===== src/rtl/traffic_intersection_ctrl.sv =====
// Two-road signal controller: main/side lamps, pedestrian walk request and
// night-mode flashing yellow, phases timed in seconds from a prescaled tick.
module traffic_intersection_ctrl #(
  parameter int unsigned TICK_DIV   = 27_000_000,
  parameter int unsigned GRN_MAIN_S = 10,
  parameter int unsigned GRN_SIDE_S = 5,
  parameter int unsigned YEL_S      = 2,
  parameter int unsigned ALLRED_S   = 1,
  parameter int unsigned MIN_GRN_S  = 3
) (
  input  logic       sys_clk,
  input  logic       sys_rst_n,
  input  logic       ped_btn_n,
  input  logic       night_mode,
  output logic [2:0] led_main,
  output logic [2:0] led_side,
  output logic       walk_n,
  output logic       ped_pending,
  output logic [2:0] state_o
);

  localparam int unsigned TCW = (TICK_DIV > 2) ? $clog2(TICK_DIV) : 1;

  localparam logic [7:0] GRN_MAIN_LAST = 8'(GRN_MAIN_S - 1);
  localparam logic [7:0] GRN_SIDE_LAST = 8'(GRN_SIDE_S - 1);
  localparam logic [7:0] YEL_LAST      = 8'(YEL_S - 1);
  localparam logic [7:0] ALLRED_LAST   = 8'(ALLRED_S - 1);
  localparam logic [7:0] MIN_GRN_LAST  = 8'(MIN_GRN_S - 1);

  localparam logic [2:0] LAMP_RED = 3'b011;
  localparam logic [2:0] LAMP_YEL = 3'b101;
  localparam logic [2:0] LAMP_GRN = 3'b110;
  localparam logic [2:0] LAMP_OFF = 3'b111;

  typedef enum logic [2:0] {
    RED_TO_MAIN = 3'd0,
    MAIN_GRN    = 3'd1,
    MAIN_YEL    = 3'd2,
    RED_TO_SIDE = 3'd3,
    SIDE_GRN    = 3'd4,
    SIDE_YEL    = 3'd5,
    FLASH       = 3'd6
  } state_t;

  state_t           state_reg, state_next;
  logic [TCW-1:0]   tick_cnt_reg;
  logic [7:0]       sec_cnt_reg;
  logic             flash_ph_reg;
  logic             ped_pending_reg;
  logic [2:0]       ped_sync_reg;
  logic [1:0]       night_sync_reg;

  logic tick, night, press, state_change, enter_side_grn, enter_flash;

  assign tick  = (tick_cnt_reg == TCW'(TICK_DIV - 1));
  assign night = night_sync_reg[1];
  // Falling edge of the synchronized button: one request per press
  assign press = ped_sync_reg[2] & ~ped_sync_reg[1];

  assign state_change   = (state_next != state_reg);
  assign enter_side_grn = state_change && (state_next == SIDE_GRN);
  assign enter_flash    = state_change && (state_next == FLASH);

  always_comb begin
    state_next = state_reg;
    led_main   = LAMP_RED;
    led_side   = LAMP_RED;
    walk_n     = 1'b1;
    case (state_reg)
      RED_TO_MAIN: begin
        if (tick && sec_cnt_reg == ALLRED_LAST)
          state_next = night ? FLASH : MAIN_GRN;
      end
      MAIN_GRN: begin
        led_main = LAMP_GRN;
        if (tick && (sec_cnt_reg == GRN_MAIN_LAST ||
                     (ped_pending_reg && sec_cnt_reg >= MIN_GRN_LAST)))
          state_next = MAIN_YEL;
      end
      MAIN_YEL: begin
        led_main = LAMP_YEL;
        if (tick && sec_cnt_reg == YEL_LAST)
          state_next = RED_TO_SIDE;
      end
      RED_TO_SIDE: begin
        if (tick && sec_cnt_reg == ALLRED_LAST)
          state_next = night ? FLASH : SIDE_GRN;
      end
      SIDE_GRN: begin
        led_side = LAMP_GRN;
        walk_n   = 1'b0;
        if (tick && sec_cnt_reg == GRN_SIDE_LAST)
          state_next = SIDE_YEL;
      end
      SIDE_YEL: begin
        led_side = LAMP_YEL;
        if (tick && sec_cnt_reg == YEL_LAST)
          state_next = RED_TO_MAIN;
      end
      FLASH: begin
        led_main = flash_ph_reg ? LAMP_OFF : LAMP_YEL;
        led_side = flash_ph_reg ? LAMP_OFF : LAMP_YEL;
        if (tick && !night)
          state_next = RED_TO_MAIN;
      end
      default: state_next = RED_TO_MAIN;
    endcase
  end

  always_ff @(posedge sys_clk or negedge sys_rst_n) begin
    if (!sys_rst_n) begin
      state_reg       <= RED_TO_MAIN;
      tick_cnt_reg    <= '0;
      sec_cnt_reg     <= '0;
      flash_ph_reg    <= 1'b0;
      ped_pending_reg <= 1'b0;
      ped_sync_reg    <= 3'b111;
      night_sync_reg  <= 2'b00;
    end else begin
      ped_sync_reg   <= {ped_sync_reg[1:0], ped_btn_n};
      night_sync_reg <= {night_sync_reg[0], night_mode};
      state_reg      <= state_next;

      // Counters restart on every phase change so each phase is exactly D seconds
      if (state_change) begin
        tick_cnt_reg <= '0;
        sec_cnt_reg  <= '0;
      end else if (tick) begin
        tick_cnt_reg <= '0;
        sec_cnt_reg  <= sec_cnt_reg + 8'd1;
      end else begin
        tick_cnt_reg <= tick_cnt_reg + 1'b1;
      end

      if (enter_flash)
        flash_ph_reg <= 1'b0;
      else if (state_reg == FLASH && tick)
        flash_ph_reg <= ~flash_ph_reg;

      if (enter_side_grn || enter_flash)
        ped_pending_reg <= 1'b0;
      else if (press && state_reg != SIDE_GRN && state_reg != FLASH)
        ped_pending_reg <= 1'b1;
    end
  end

  assign ped_pending = ped_pending_reg;
  assign state_o     = state_reg;

endmodule


===== config.mk =====
export PLATFORM = sky130hd
export DESIGN_NAME = traffic_intersection_ctrl
export DESIGN_NICKNAME = d
export VERILOG_FILES = /design/src/rtl/traffic_intersection_ctrl.sv
export SDC_FILE = /design/constraint.sdc
export NUM_CORES = 1
export LEC_CHECK = 0
export CORE_ASPECT_RATIO = 0.6
export CORE_MARGIN = 2
export CORE_UTILIZATION = 59
export CTS_CLUSTER_DIAMETER = 80
export CTS_CLUSTER_SIZE = 30
export DETAILED_ROUTE_END_ITERATION = 10
export PLACE_DENSITY_LB_ADDON = 0.12
export SYNTH_ARGS = -nofsm -noshare
export SYNTH_HDL_FRONTEND = slang
export SYNTH_SLANG_ARGS = --single-unit

===== constraint.sdc =====
create_clock -name sys_clk -period 3.35 [get_ports sys_clk]
set_clock_uncertainty 0.1 [all_clocks]
set_input_delay 0.335 -clock sys_clk [delete_from_list [all_inputs] [get_ports sys_clk]]
set_output_delay 0.335 -clock sys_clk [all_outputs]
set_load 0.02 [all_outputs]

* After elaboration in Yosys (flattened, before gate mapping)
Index checks and enable logic that the tools add are counted.
Storage, ports and cells: logic and storage cells 69, register bits after elaboration 43, input port bits 4, output and inout bits 11
Cells by class: eq/ne operators 15, reduce and logical (&&, ||, !) cells 19, order comparisons 1, muxes and demuxes 22, add/sub/neg operators 2, bitwise gates (word level) 3
Operators with widths (number):
- 2-to-1 mux 25 bit | 2
- adder 25 x 1 -> 25 bit (second input constant) | 1
- == test 25 bit (second input constant) | 1
- 2-to-1 mux 3 bit | 8
- case mux 3 bit (7 select lines) | 1
- case mux 3 bit (3 select lines) | 2
- 2-to-1 mux 8 bit | 2
- == test 3 bit (second input constant) | 5
- logical AND 1 bit | 11
- adder 8 x 1 -> 8 bit (second input constant) | 1
- == test 8 x 1 -> 1 bit (second input constant) | 1
- == test 8 x 3 -> 1 bit (second input constant) | 1
- == test 8 x 4 -> 1 bit (second input constant) | 1
- greater-or-equal comparator 8 x 2 -> 1 bit (second input constant) | 1
- zero test 8 bit | 1
- == test 3 x 2 -> 1 bit (second input constant) | 2
- != test 3 bit (second input constant) | 2
- nonzero test 2 bit | 3
- 2-to-1 mux 1 bit | 5
- 2-to-1 mux 2 bit | 2
- == test 3 x 1 -> 1 bit (second input constant) | 1
- zero test 3 bit | 1
- != test 3 bit | 1
- logical OR 1 bit | 2
- 3 further kinds | 4

* Longest topological paths before layout
depth after elaboration 10, mapped depth 9, gate-level depth less buffers 8

* Least setup slack after synthesis
No wires, ideal clock.
path kind register to register, start register tick_cnt_reg[8], end register sec_cnt_reg[5], stages on the path, launching flop included 9, arrival time 2.101 ns, path slack 1.022 ns, clock period less this slack 2.328 ns, cell sequence dfrtp_1 or4b_4 nor3_4 and3_1 buf_4 a31oi_4 a21oi_4 buf_6 a31oi_1
Between the ends: longest elaborated chain between the ends 6, elaborated cells on any way between the ends 17, classes of those cells eq/ne (2); mux (9); reduce/logical (6)
Ends and longest elaborated chain:
- start: declaration | line 46 | logic [TCW-1:0] tick_cnt_reg;
- start signal: assignment | line 132 | tick_cnt_reg <= tick_cnt_reg + 1'b1;
- == test 25 bit * | line 55 | assign tick = (tick_cnt_reg == TCW'(TICK_DIV - 1));
- logical AND 1 bit (on tied branches)
- 2-to-1 mux 3 bit, or another cell as far along | line 103 | if (tick && !night)
- case mux 3 bit (7 select lines) | line 69 | case (state_reg)
- != test 3 bit | line 60 | assign state_change = (state_next != state_reg);
- 2-to-1 mux 8 bit / nonzero test 2 bit (equally long branches)
- end signal: assignment | line 130 | sec_cnt_reg <= sec_cnt_reg + 8'd1;
- end: declaration | line 47 | logic [7:0] sec_cnt_reg;
Every way passes the cells marked *; elsewhere a longest branch is shown, timed or not. A chain may end at the register's enable or synchronous reset.

* Worst setup path after layout
start register tick_cnt_reg[8], end register tick_cnt_reg[21]
Between the ends: longest elaborated chain between the ends 6, elaborated cells on any way between the ends 18, classes of those cells add/sub (1); eq/ne (2); mux (10); reduce/logical (5)
Ends and longest elaborated chain:
- == test 25 bit | line 55
- logical AND 1 bit (on tied branches)
- 2-to-1 mux 3 bit, or another cell as far along | line 103
- case mux 3 bit (7 select lines) | line 69
- != test 3 bit | line 60
- 2-to-1 mux 25 bit * | line 125 | if (state_change) begin
Marks and branches as above.

==> flow_metrics.env <==
export IMPL_ctsRootBufferMaster="clkbuf_8"
export IMPL_path_buf_inv=0
export IMPL_yosysMostFrequentCell="dfrtp_1"
export IMPL_cp_cell_sequence="or4b_4, nor3_4, and3_1, a21oi_1, a21oi_4, a31oi_1"
export IMPL_yosys_warnings=0
export IMPL_rsz0062_at_grt="no"
export IMPL_ys_seq_elements=43
export IMPL_ys_top_cells_by_area="dfrtp_1 40%, xor2_1 5.6%, a31oi_1 4.5%"
export IMPL_cts_sinks=43
export IMPL_rows=18
export IMPL_yosysUniqueCellTypes=52
export IMPL_die_area_um2=4811
export IMPL_netlist_top_cells_count="40 x dfrtp_1, 30 x nor2_1, 29 x nand2_1"
export IMPL_vdd_drop_max_v=0.0002694
export IMPL_crit_type="reg -> reg"
export IMPL_worstMarginPinSlew_ps=938.7
export IMPL_vias_per_cell=6.059
export IMPL_synth_top_area_share_pct=39.86
export IMPL_grt_use_total_pct=25.11
export IMPL_final_layout_size_suffix_gt1_share_pct=10.07
export IMPL_hold_viol=0
export IMPL_vias=2048
export IMPL_dieHeight_um=54.54
export IMPL_reg2reg_slack_ps=530
export IMPL_crit_required_ps=3410
export IMPL_post_cts_buffers=0
export IMPL_synth_area_per_cell_um2=9.405
export IMPL_path_delay_family="simple AND/OR/NAND/NOR gates"
export IMPL_drtIter0Drc=170
export IMPL_drv_cap=0
export IMPL_worstReg2RegEnd="tick_cnt_reg[21]$_DFF_PN0_"
export IMPL_syn_to_final_growth_pct=9.866
export IMPL_final_nets=287
export IMPL_place_ws_ps=574.9
export IMPL_ant_nets=0
export IMPL_antennaDiodeCount=0
export IMPL_synth_ff_type="dfrtp_1"
export IMPL_startpoint_type="flip-flop"
export IMPL_synth_edff_count=0
export IMPL_finalSetupTns_ps=0
export IMPL_r2r_start="tick_cnt_reg[8]$_DFF_PN0_"
export IMPL_numCtsBuffers=5
export IMPL_power_w=0.0008752
export IMPL_worstPathMaxFanout=15
export IMPL_setup_viol=0
export IMPL_coreArea_um2=4099
export IMPL_clk_pin_slew_worst_paths_ps=90
export IMPL_worstHoldPathType="in -> async"
export IMPL_largest_reg_flops=25
export IMPL_synth_async_reset_ratio_pct=100.0
export IMPL_wl_per_cell_um=16.41
export IMPL_ios=15
export IMPL_cts_max_level=2
export IMPL_initial_core_util_pct=61.26
export IMPL_drc_errors=0
export IMPL_finalCriticalPeriod_ps=2822
export IMPL_max_stage_delay_ps=570
export IMPL_r2r_cells=6
export IMPL_clk_latency_ps=300
export IMPL_synth_cells=267
export IMPL_grt_start_max_net_pins=44
export IMPL_setup_ws_ps=527.8
export IMPL_fp_dieW_um=88.23
export IMPL_instances_no_fill=338
export IMPL_wirelength_um=5545
export IMPL_grt_pass1_wl_um=9066
export IMPL_routabilityCongestion=0.9161
export IMPL_period_share_pct=84.24
export IMPL_outcome="complete, no violations"
export IMPL_cp_slowest_cell="or4b_4"
export IMPL_end_kind="flip-flop"
export IMPL_relSlewSlack_pct=37.42
export IMPL_p_leak_nw=1.136
export IMPL_powerDensity_nw_per_um2=317.2
export IMPL_io_buffers=14
export IMPL_fin_util_pct=67.31
export IMPL_cts_hold_buffers=0
export IMPL_drv_slew=0
export IMPL_firstDrtPassIters=5
export IMPL_synthesis_area_um2=2511
export IMPL_cts_resized=0
export IMPL_yosysSeqAreaShare_pct=43.00
export IMPL_grt_pass1_vias=1776
export IMPL_crit_arrival_ps=2880
export IMPL_hpwl_um=3871
export IMPL_synth_top_area_cell="dfrtp_1"
export IMPL_overflow=0
export IMPL_cts_tree="yes"
export IMPL_synth_nets=276
export IMPL_max_freq_mhz=354.3
export IMPL_antenna_found_initial=0
export IMPL_ctsLongestPathBuffers=2
export IMPL_place_inst=331
report_power, final:
group / total [W] / internal [W] / switching (W)
Clock: 0.000335 / 0.000162 / 0.000173
Combinational: 0.0000149 / 0.00000322 / 0.0000117
Sequential: 0.000525 / 0.000523 / 0.00000195
Total: 0.000875 / 0.000688 / 0.000187
layout by cell type, fill, tap and decap left out, drive strengths merged, types with 2 or more instances in the layout:
cell type / count
nand2: 30
nand2b: 3
o21bai: 2
clkdlybuf4s50: 13
a31oi: 19
and2: 3
a21oi: 10
buf: 3
nor2: 30
xor2: 16
ha: 5
nor4: 7
nand3: 10
dfstp: 3
clkbuf: 6
o21ai: 7
a211oi: 2
nor3: 3
or4: 4
xnor2: 11
and3: 4
or3: 5
and4: 2
inv: 12
dfrtp: 40
nand4: 12
cells by family (layout without fill, tap and decap cells):
family / after synthesis / after routing / synth area share [%]
simple gates: 119 / 119 / 25.91
compound gates: 48 / 48 / 14.40
flops: 43 / 43 / 43.00
xor+xnor: 27 / 27 / 9.417
buf+inv: 24 / 35 / 4.384
fa+ha+maj: 5 / 5 / 2.491
mux: 1 / 1 / 0.3986
stage by stage:
step,instance area (um2),hold WS (ps)
floorplan,2511,-60.59
global placement,2671,241.7
detailed placement,2671,244.2
CTS,2759,114.1
global route,2759,152.8
finish,2759,81.46
worst reg2reg max path, stage by stage, from the launching register on:
cell and delay, ps:
dfrtp_1 450, or4b_4 570, nor3_4 330, and3_1 520
a21oi_1 190, a21oi_4 380, a31oi_1 150
metal layers:
metal	wire (um)	track usage [%]	vias up
met4	41	6.061	0
met5	0	0	-
li1	-	-	972
met3	335	5.279	5
met1	2970	41.65	999
met2	2198	31.95	72
final cells by class:
class | count | area (um2)
Clock inverter | 1 | 5.005
Timing Repair Buffer | 16 | 150.1
Inverter | 12 | 45.04
Tap cell | 60 | 75.07
Fill cell | 339 | 1340
Multi-Input combinational cell | 200 | 1321
Clock buffer | 6 | 82.58
Sequential cell | 43 | 1080
worst max path at each step:
stage	from	end	slack, ps	depth (start not counted)
after floorplan	tick_cnt_reg[8]$_DFF_PN0_	sec_cnt_reg[5]$_DFFE_PN0P_	1020	8
after global placement	tick_cnt_reg[8]$_DFF_PN0_	sec_cnt_reg[7]$_DFFE_PN0P_	690	6
after detailed placement	tick_cnt_reg[8]$_DFF_PN0_	sec_cnt_reg[2]$_DFFE_PN0P_	570	6
after CTS	tick_cnt_reg[8]$_DFF_PN0_	sec_cnt_reg[2]$_DFFE_PN0P_	560	6
after global routing	tick_cnt_reg[8]$_DFF_PN0_	tick_cnt_reg[2]$_DFF_PN0_	380	6
final	tick_cnt_reg[8]$_DFF_PN0_	tick_cnt_reg[21]$_DFF_PN0_	530	6
(Power assumes the default switching activity.)
